## src/rtl/gnr_pkg.sv

```systemverilog
// Shared helpers for the GNR Boolean-network node: LUT depth, lane slicing
// and the saturation value of the per-lane transition counters.
package gnr_pkg;

    function automatic int lut_depth(input int n_in);
        return 1 << n_in;
    endfunction

    function automatic int lane_lsb(input int lane, input int width);
        return lane * width;
    endfunction

    function automatic logic [63:0] cnt_sat_value(input int width);
        return (width >= 64) ? {64{1'b1}} : ((64'd1 << width) - 64'd1);
    endfunction

endpackage

```

## src/rtl/gnr_flip_counter.sv

```systemverilog
// Per-lane saturating transition counter; sat rises on the same edge the
// count reaches all-ones and both then hold until a sync clear or reset.
module gnr_flip_counter
    import gnr_pkg::*;
#(
    parameter int CNT_W = 16
) (
    input  logic             clk,
    input  logic             rst,
    input  logic             clr,
    input  logic             inc,
    output logic [CNT_W-1:0] cnt,
    output logic             sat
);

    localparam logic [CNT_W-1:0] CNT_MAX = CNT_W'(cnt_sat_value(CNT_W));
    localparam logic [CNT_W-1:0] CNT_ONE = CNT_W'(1);

    logic [CNT_W-1:0] cnt_inc;

    assign cnt_inc = cnt + CNT_ONE;

    always_ff @(posedge clk or negedge rst) begin
        if (!rst) begin
            cnt <= '0;
            sat <= 1'b0;
        end else if (clr) begin
            cnt <= '0;
            sat <= 1'b0;
        end else if (inc && !sat) begin
            cnt <= cnt_inc;
            sat <= (cnt_inc == CNT_MAX);
        end
    end

endmodule

```

## src/rtl/gnr_node_lut.sv

```systemverilog
// Generic GNR node: runtime truth table over N_IN parents, slow/fast
// trajectory registers per lane and a per-lane s1 transition counter.
module gnr_node_lut
    import gnr_pkg::*;
#(
    parameter int N_IN    = 3,
    parameter int N_LANES = 4,
    parameter int CNT_W   = 16
) (
    input  logic                     clk,
    input  logic                     rst,
    input  logic                     reset_nos,
    input  logic                     start_s0,
    input  logic                     start_s1,
    input  logic [N_LANES-1:0]       init_state,
    input  logic [N_LANES*N_IN-1:0]  in_s0,
    input  logic [N_LANES*N_IN-1:0]  in_s1,
    input  logic                     cfg_we,
    input  logic [N_IN-1:0]          cfg_addr,
    input  logic                     cfg_data,
    output logic [N_LANES-1:0]       s0,
    output logic [N_LANES-1:0]       s1,
    output logic [N_LANES-1:0]       node_eq,
    output logic [N_LANES*CNT_W-1:0] flip_cnt,
    output logic [N_LANES-1:0]       flip_sat
);

    localparam int DEPTH = lut_depth(N_IN);

    logic [DEPTH-1:0]   lut;
    logic               pass;
    logic [N_LANES-1:0] nxt_s0;
    logic [N_LANES-1:0] nxt_s1;
    logic [N_LANES-1:0] flip_inc;

    // Evaluation reads the current LUT, so a same-cycle write is seen one edge later.
    for (genvar l = 0; l < N_LANES; l++) begin : g_lane
        localparam int IN_LSB  = lane_lsb(l, N_IN);
        localparam int CNT_LSB = lane_lsb(l, CNT_W);

        assign nxt_s0[l]   = lut[in_s0[IN_LSB +: N_IN]];
        assign nxt_s1[l]   = lut[in_s1[IN_LSB +: N_IN]];
        assign flip_inc[l] = start_s1 && !reset_nos && (nxt_s1[l] != s1[l]);

        gnr_flip_counter #(
            .CNT_W(CNT_W)
        ) u_flip_counter (
            .clk(clk),
            .rst(rst),
            .clr(reset_nos),
            .inc(flip_inc[l]),
            .cnt(flip_cnt[CNT_LSB +: CNT_W]),
            .sat(flip_sat[l])
        );
    end

    always_ff @(posedge clk or negedge rst) begin
        if (!rst) begin
            lut <= '0;
        end else if (cfg_we) begin
            lut[cfg_addr] <= cfg_data;
        end
    end

    // pass alternates on every slow request; s0 only moves on the pass=1 half.
    always_ff @(posedge clk or negedge rst) begin
        if (!rst) begin
            s0   <= '0;
            s1   <= '0;
            pass <= 1'b0;
        end else if (reset_nos) begin
            s0   <= init_state;
            s1   <= init_state;
            pass <= 1'b1;
        end else begin
            if (start_s0) begin
                if (pass) begin
                    s0 <= nxt_s0;
                end
                pass <= !pass;
            end
            if (start_s1) begin
                s1 <= nxt_s1;
            end
        end
    end

    assign node_eq = ~(s0 ^ s1);

endmodule

```

## config.mk

```make
export PLATFORM = sky130hd
export DESIGN_NAME = gnr_node_lut
export DESIGN_NICKNAME = d
export VERILOG_FILES = /design/src/rtl/gnr_pkg.sv /design/src/rtl/gnr_flip_counter.sv /design/src/rtl/gnr_node_lut.sv
export SDC_FILE = /design/constraint.sdc
export NUM_CORES = 1
export LEC_CHECK = 0
export ABC_AREA = 0
export CORE_MARGIN = 5
export CORE_UTILIZATION = 40
export DETAILED_ROUTE_END_ITERATION = 12
export PLACE_DENSITY = 0.67
export SLEW_MARGIN = 20
export SYNTH_ARGS = -nofsm -noshare
export SYNTH_HDL_FRONTEND = slang
export SYNTH_SLANG_ARGS = --single-unit
```

## constraint.sdc

```tcl
create_clock -name clk -period 1.8 [get_ports clk]
set_input_delay 0.18 -clock clk [delete_from_list [all_inputs] [get_ports clk]]
set_output_delay 0.18 -clock clk [all_outputs]
set_load 0.005 [all_outputs]
```

* Word level (Yosys, flattened, before mapping)
Index checks and enable logic that the tools add are counted.
Storage, ports and cells: register bits 85, input bits 38, output and inout bits 80
Operators by class: add/subtract/negate cells 4, order comparisons 10, equality and inequality tests 8, multiplexer cells 42, bitwise gates (word level) 2, reduce and logical (&&, ||, !) cells 24
Operators by type and width (count):
- $mux 16 | 8
- $add 16x1->16 const B | 4
- $eq 16x16->1 const B | 4
- $lt 3x4->1 const B | 9
- $bmux 1 s3 | 8
- $mux 4 | 5
- $mux 1 | 19
- $reduce_bool 2->1 | 7
- $logic_and 1x1->1 | 10
- $bwmux 8 | 1
- $logic_not 1->1 | 6
- $ne 1x1->1 | 4
- $not 4->4 | 1
- $xor 4x4->4 | 1
- $demux 1 s3 | 1
- $ge 3x1->1 const B | 1
- $reduce_and 2->1 | 1

* Depth between registers and ports, before layout
depth after elaboration 7, gate-level depth with buffers 9, gate-level depth less buffers 7

* Hierarchy
A second synthesis with hierarchy kept.
Unflattened totals: cell total of the unflattened synthesis 593, area, all modules 5572.8 sq um
By module, submodules not included:
- gnr_flip_counter | instances 4, cells an instance 114, area each 1039.7 sq um, seq. area each 425.4 sq um
- gnr_node_lut | instances 1, cells an instance 137, area each 1413.9 sq um, seq. area each 425.4 sq um

* Worst setup path after synthesis
OpenSTA, ideal clock, no wires.
kind register -> register, start reg lut[7], end reg g_lane[3].u_flip_counter.cnt[9], setup time 0.129 ns, data arrival time 1.880 ns, path slack -0.209 ns, stages on the path, launching flop included 7, clock period less this slack 2.009 ns, cell sequence dfrtp_1 -> mux4_2 -> mux2i_1 -> xnor2_1 -> nand3_1 -> o21ai_0 -> o21ai_0
On the way: longest elaborated chain between the ends 6
Ends and longest elaborated chain:
- start: declaration | RTL line gnr_node_lut.sv:30 | logic [DEPTH-1:0] lut;
- start signal: indexed assignment | RTL line gnr_node_lut.sv:61 | lut[cfg_addr] <= cfg_data;
- $bmux 1 s3 | RTL line gnr_node_lut.sv:42 | assign nxt_s1[l] = lut[in_s1[IN_LSB +: N_IN]];
- $mux 1 (implied by the code) | RTL line gnr_node_lut.sv:42
- $ne 1x1->1 | RTL line gnr_node_lut.sv:43 | assign flip_inc[l] = start_s1 && !reset_nos && (nxt_s1[l] != s1[l]);
- $logic_and 1x1->1 | RTL line gnr_node_lut.sv:43
- $logic_and 1x1->1 | RTL line gnr_flip_counter.sv:30 | end else if (inc && !sat) begin
- $reduce_bool 2->1 (no line)
- end signal: assignment | RTL line gnr_flip_counter.sv:31 | cnt <= cnt_inc;
- end: declaration | RTL line gnr_flip_counter.sv:12 | output logic [CNT_W-1:0] cnt,
Every way passes these cells. The select of a mux whose other input is x is not followed. A chain may end at the register's enable or synchronous reset.

* Worst setup path in the final report
start reg lut[6], end reg g_lane[0].u_flip_counter.cnt[13]
On the way: longest elaborated chain between the ends 6
Ends and longest elaborated chain (RTL line):
- $bmux 1 s3 | gnr_node_lut.sv:42
- $mux 1 (implied by the code) | gnr_node_lut.sv:42
- $ne 1x1->1 | gnr_node_lut.sv:43
- $logic_and 1x1->1 | gnr_node_lut.sv:43
- $logic_and 1x1->1 | gnr_flip_counter.sv:30
- $reduce_bool 2->1 (no line)
- end signal: assignment | gnr_flip_counter.sv:31
- end: declaration | gnr_flip_counter.sv:12
Every way passes these cells. The select of a mux whose other input is x is not followed.

==> impl_metrics.yaml <==
sta:
  worst_slew_pin_slew_ns: 0.602
  relSlewSlack_pct: 59.9
  setup_viol: 70
  slew_viol_final: 0
  hold_violations: 0
  setup_ws_ns: -0.243
  grt_setup_unrepaired: "yes"
  fmax_mhz: 490
  finalCriticalPeriod_ns: 2.04
  finalCritPeriodShare_pct: 113
  skew_ns: 0.00767
  whs_ns: 0.379
route:
  antenna_left: 0
  num_vias: 6183
  dr.first_iter.drc_count: 442
  wl_met3_um: 945
  viasPerCell: 5.66
  drc: 0
  met1Wirelength_um: 8030
  top_layer: "met4"
  drt_first_pass_iters: 5
  wl_per_cell_um: 17.3
  finalWirelength_um: 18900
  wl_met2_um: 9600
layout:
  layout_common_cells: "132 x buf_4, 112 x clkdlybuf4s50_1, 70 x dfrtp_1, 58 x nor2_1, 56 x nand2_1"
  final_common_cell: "buf_4"
  drive_gt1_share_pct: 32.1
  area_delta_synth_final_pct: 56.2
  antenna_cells: 0
  nFillCells: 1187
  nets: 950
clocking:
  cts-htree-levels: 3
  clockBufferDepth: 2
  numClockSinks: 85
  clk_latency_ns: 0.35
  cts_made_buffers: 9
  cts_tree: "done"
  root_buffer: "clkbuf_16"
  clk_pin_slew_ns: 0.06
die:
  die_area_mm2: 0.0171
  ios: 118
  fp.dieH_um: 131
  start_util_pct: 40.4
  core-area_mm2: 0.0144
  die_w_um: 131
  fp-row-count: 44
global_routing:
  grt_pass1_vias: 6089
  antenna_found_initial: 0
  grt_pass1_wl_um: 30000
  grt_max_degree: 89
  grt-ovfl-total: 0
  track_usage_pct: 21.8
critical_path:
  worstPathRequired_ns: 2.07
  slowest_delay_ns: 0.51
  worstSetupStartpointType: "flip-flop"
  critical_path.slowest_cell: "or4_1"
  r2r-start: "lut[6]"
  cp_max_fo: 6
  crit_path_end_kind: "flip-flop"
  crit_chain: "mux2i_1 > a22oi_2 > and3b_2 > o211ai_1 > or4_1 > a21oi_1"
  worstSetupPathType: "flip-flop to flip-flop"
  critPathArrivalTime_ns: 2.31
  crit_start: "lut[6]"
power:
  power_mw: 5.68
  power_leakage_nw: 3.57
  p_per_area_mw_per_mm2: 623
  vdd_drop_max_v: 0.000591
yosys:
  synthesis.instances: 660
  synth_top_flop_cell: "dfrtp_1"
  mappedNetlistNets: 706
  yosysSeqAreaShare_pct: 36.5
  syn_area_mm2: 0.00583
  synth.distinct_cells: 62
  synth.area.top_cells: "dfrtp_1 36%, mux2i_1 4.5%, nand2_1 3.9%, nor2_1 3.9%, mux4_2 3.5%"
  avgSynthCellArea_um2: 8.84
  async_reset_ff_share_pct: 100
  ys_ff_latch: 85
  synth_edf_count: 0
  yosys_warnings: 0
  yosysTopAreaCell: "dfrtp_1"
  synth.top_cell.area_share_pct: 36.5
placed_design:
  io_buffers: 117
  dp_hpwl_um: 13500
  place_congestion: 0.928
worst_hold_path:
  hp-class: "input port to async pin"
run:
  maxCapViolCount: 0
status:
  violations: "negative setup slack"
  outcome: "finished, violations left"
## layer usage
| metal | track usage (%) | vias up |
|---|---|---|
| met2 | 37.3 | 182 |
| met1 | 27.9 | 3051 |
| met5 | 0 | - |
| li1 | - | 2922 |
| met4 | 6.41 | 0 |
| met3 | 4.47 | 28 |
## final cells by class
cell class	instances	area [um2]	share of cell area, %
tap	184	230	2.53
multi-input combinational	523	3980	43.7
sequential	85	2150	23.5
timing repair buffer	267	2390	26.2
clock buffer	12	267	2.92
inverter	18	67.6	0.741
clock inverter	4	31.3	0.343
## final timing paths
path	to	slack, ns	cells after the start
worst min register to register	g_lane[0].u_flip_counter.cnt[15]	0.53	1
worst max-delay path	g_lane[0].u_flip_counter.cnt[13]	-0.24	6
max in group asynchronous	g_lane[0].u_flip_counter.cnt[6]	0.79	3
worst min-delay path	g_lane[2].u_flip_counter.cnt[8]	0.38	2
min in group clk	g_lane[0].u_flip_counter.cnt[8]	0.39	3
worst max register to register	g_lane[0].u_flip_counter.cnt[13]	-0.24	6
## timing repair
| item | 4_1_cts | 5_1_grt |
|---|---|---|
| endpoints found under the hold margin | 39 | 0 |
| buffers inserted | 17 | 15 |
| resized for setup | 59 | 46 |
| pin swaps | 46 | 35 |
| hold buffers | 1 | 0 |
| endpoints found under the setup margin | 66 | 72 |
| gates cloned | 2 | 0 |
## synthesized netlist by cell type, types with 12 or more instances
| cell | instances |
|---|---|
| nand4_1 | 25 |
| nor2b_1 | 19 |
| mux2_2 | 12 |
| xor2_1 | 18 |
| or3_1 | 18 |
| nand2b_1 | 14 |
| a21oi_1 | 37 |
| clkbuf_1 | 26 |
| mux2i_1 | 26 |
| nor3_1 | 16 |
| o21ai_0 | 35 |
| inv_1 | 18 |
| nand3_1 | 21 |
| or4_1 | 18 |
| o31ai_1 | 12 |
| nor2_1 | 60 |
| xnor2_1 | 21 |
| nand2_1 | 60 |
| dfrtp_1 | 85 |
## registers in the layout, summed over array words and instances (netlist names)
signal,cells
s0,4
s1,4
pass,1
g_lane.u_flip_counter.sat,4
g_lane.u_flip_counter.cnt,64
lut,8
## worst max-delay path, delay by kind of cell, from the launching register on
kind             cells  cell delay [ns]
AND/OR/NAND/NOR      2             0.82
AO/OA/AOI/OAI        3             0.61
flip-flops           1             0.42
multiplexers         1             0.11
## cells by family after synthesis
logic type,synth area share [%]
mux,10.9
simple gates,27.1
buf+inv,4.05
xor+xnor,5.86
flops,36.5
fa+ha+maj,1.72
compound gates,13.9
## report_power, final
group | total, mW | internal (mW) | switching [mW]
Sequential | 2.15 | 2.01 | 0.140
Combinational | 1.68 | 0.937 | 0.740
Clock | 1.85 | 1.05 | 0.799
Total | 5.68 | 4.00 | 1.68
## per-stage QoR
step / setup slack [ns] / setup TNS (ns) / cell area [um2] / utilization, % / instances
floorplan: -0.102 / -0.930 / 6030 / - / 660
global placement: -0.578 / -32.13 / 8140 / 56.4 / 1045
detailed placement: -0.683 / -36.55 / 8140 / 56.4 / 1045
CTS: -0.220 / -7.68 / 8830 / 61.2 / 1080
global route: -0.327 / -15.78 / 9110 / 63.2 / 1093
finish: -0.243 / -9.57 / 9110 / 63.2 / 1093
No activity file was read; power rests on OpenSTA's default activity.
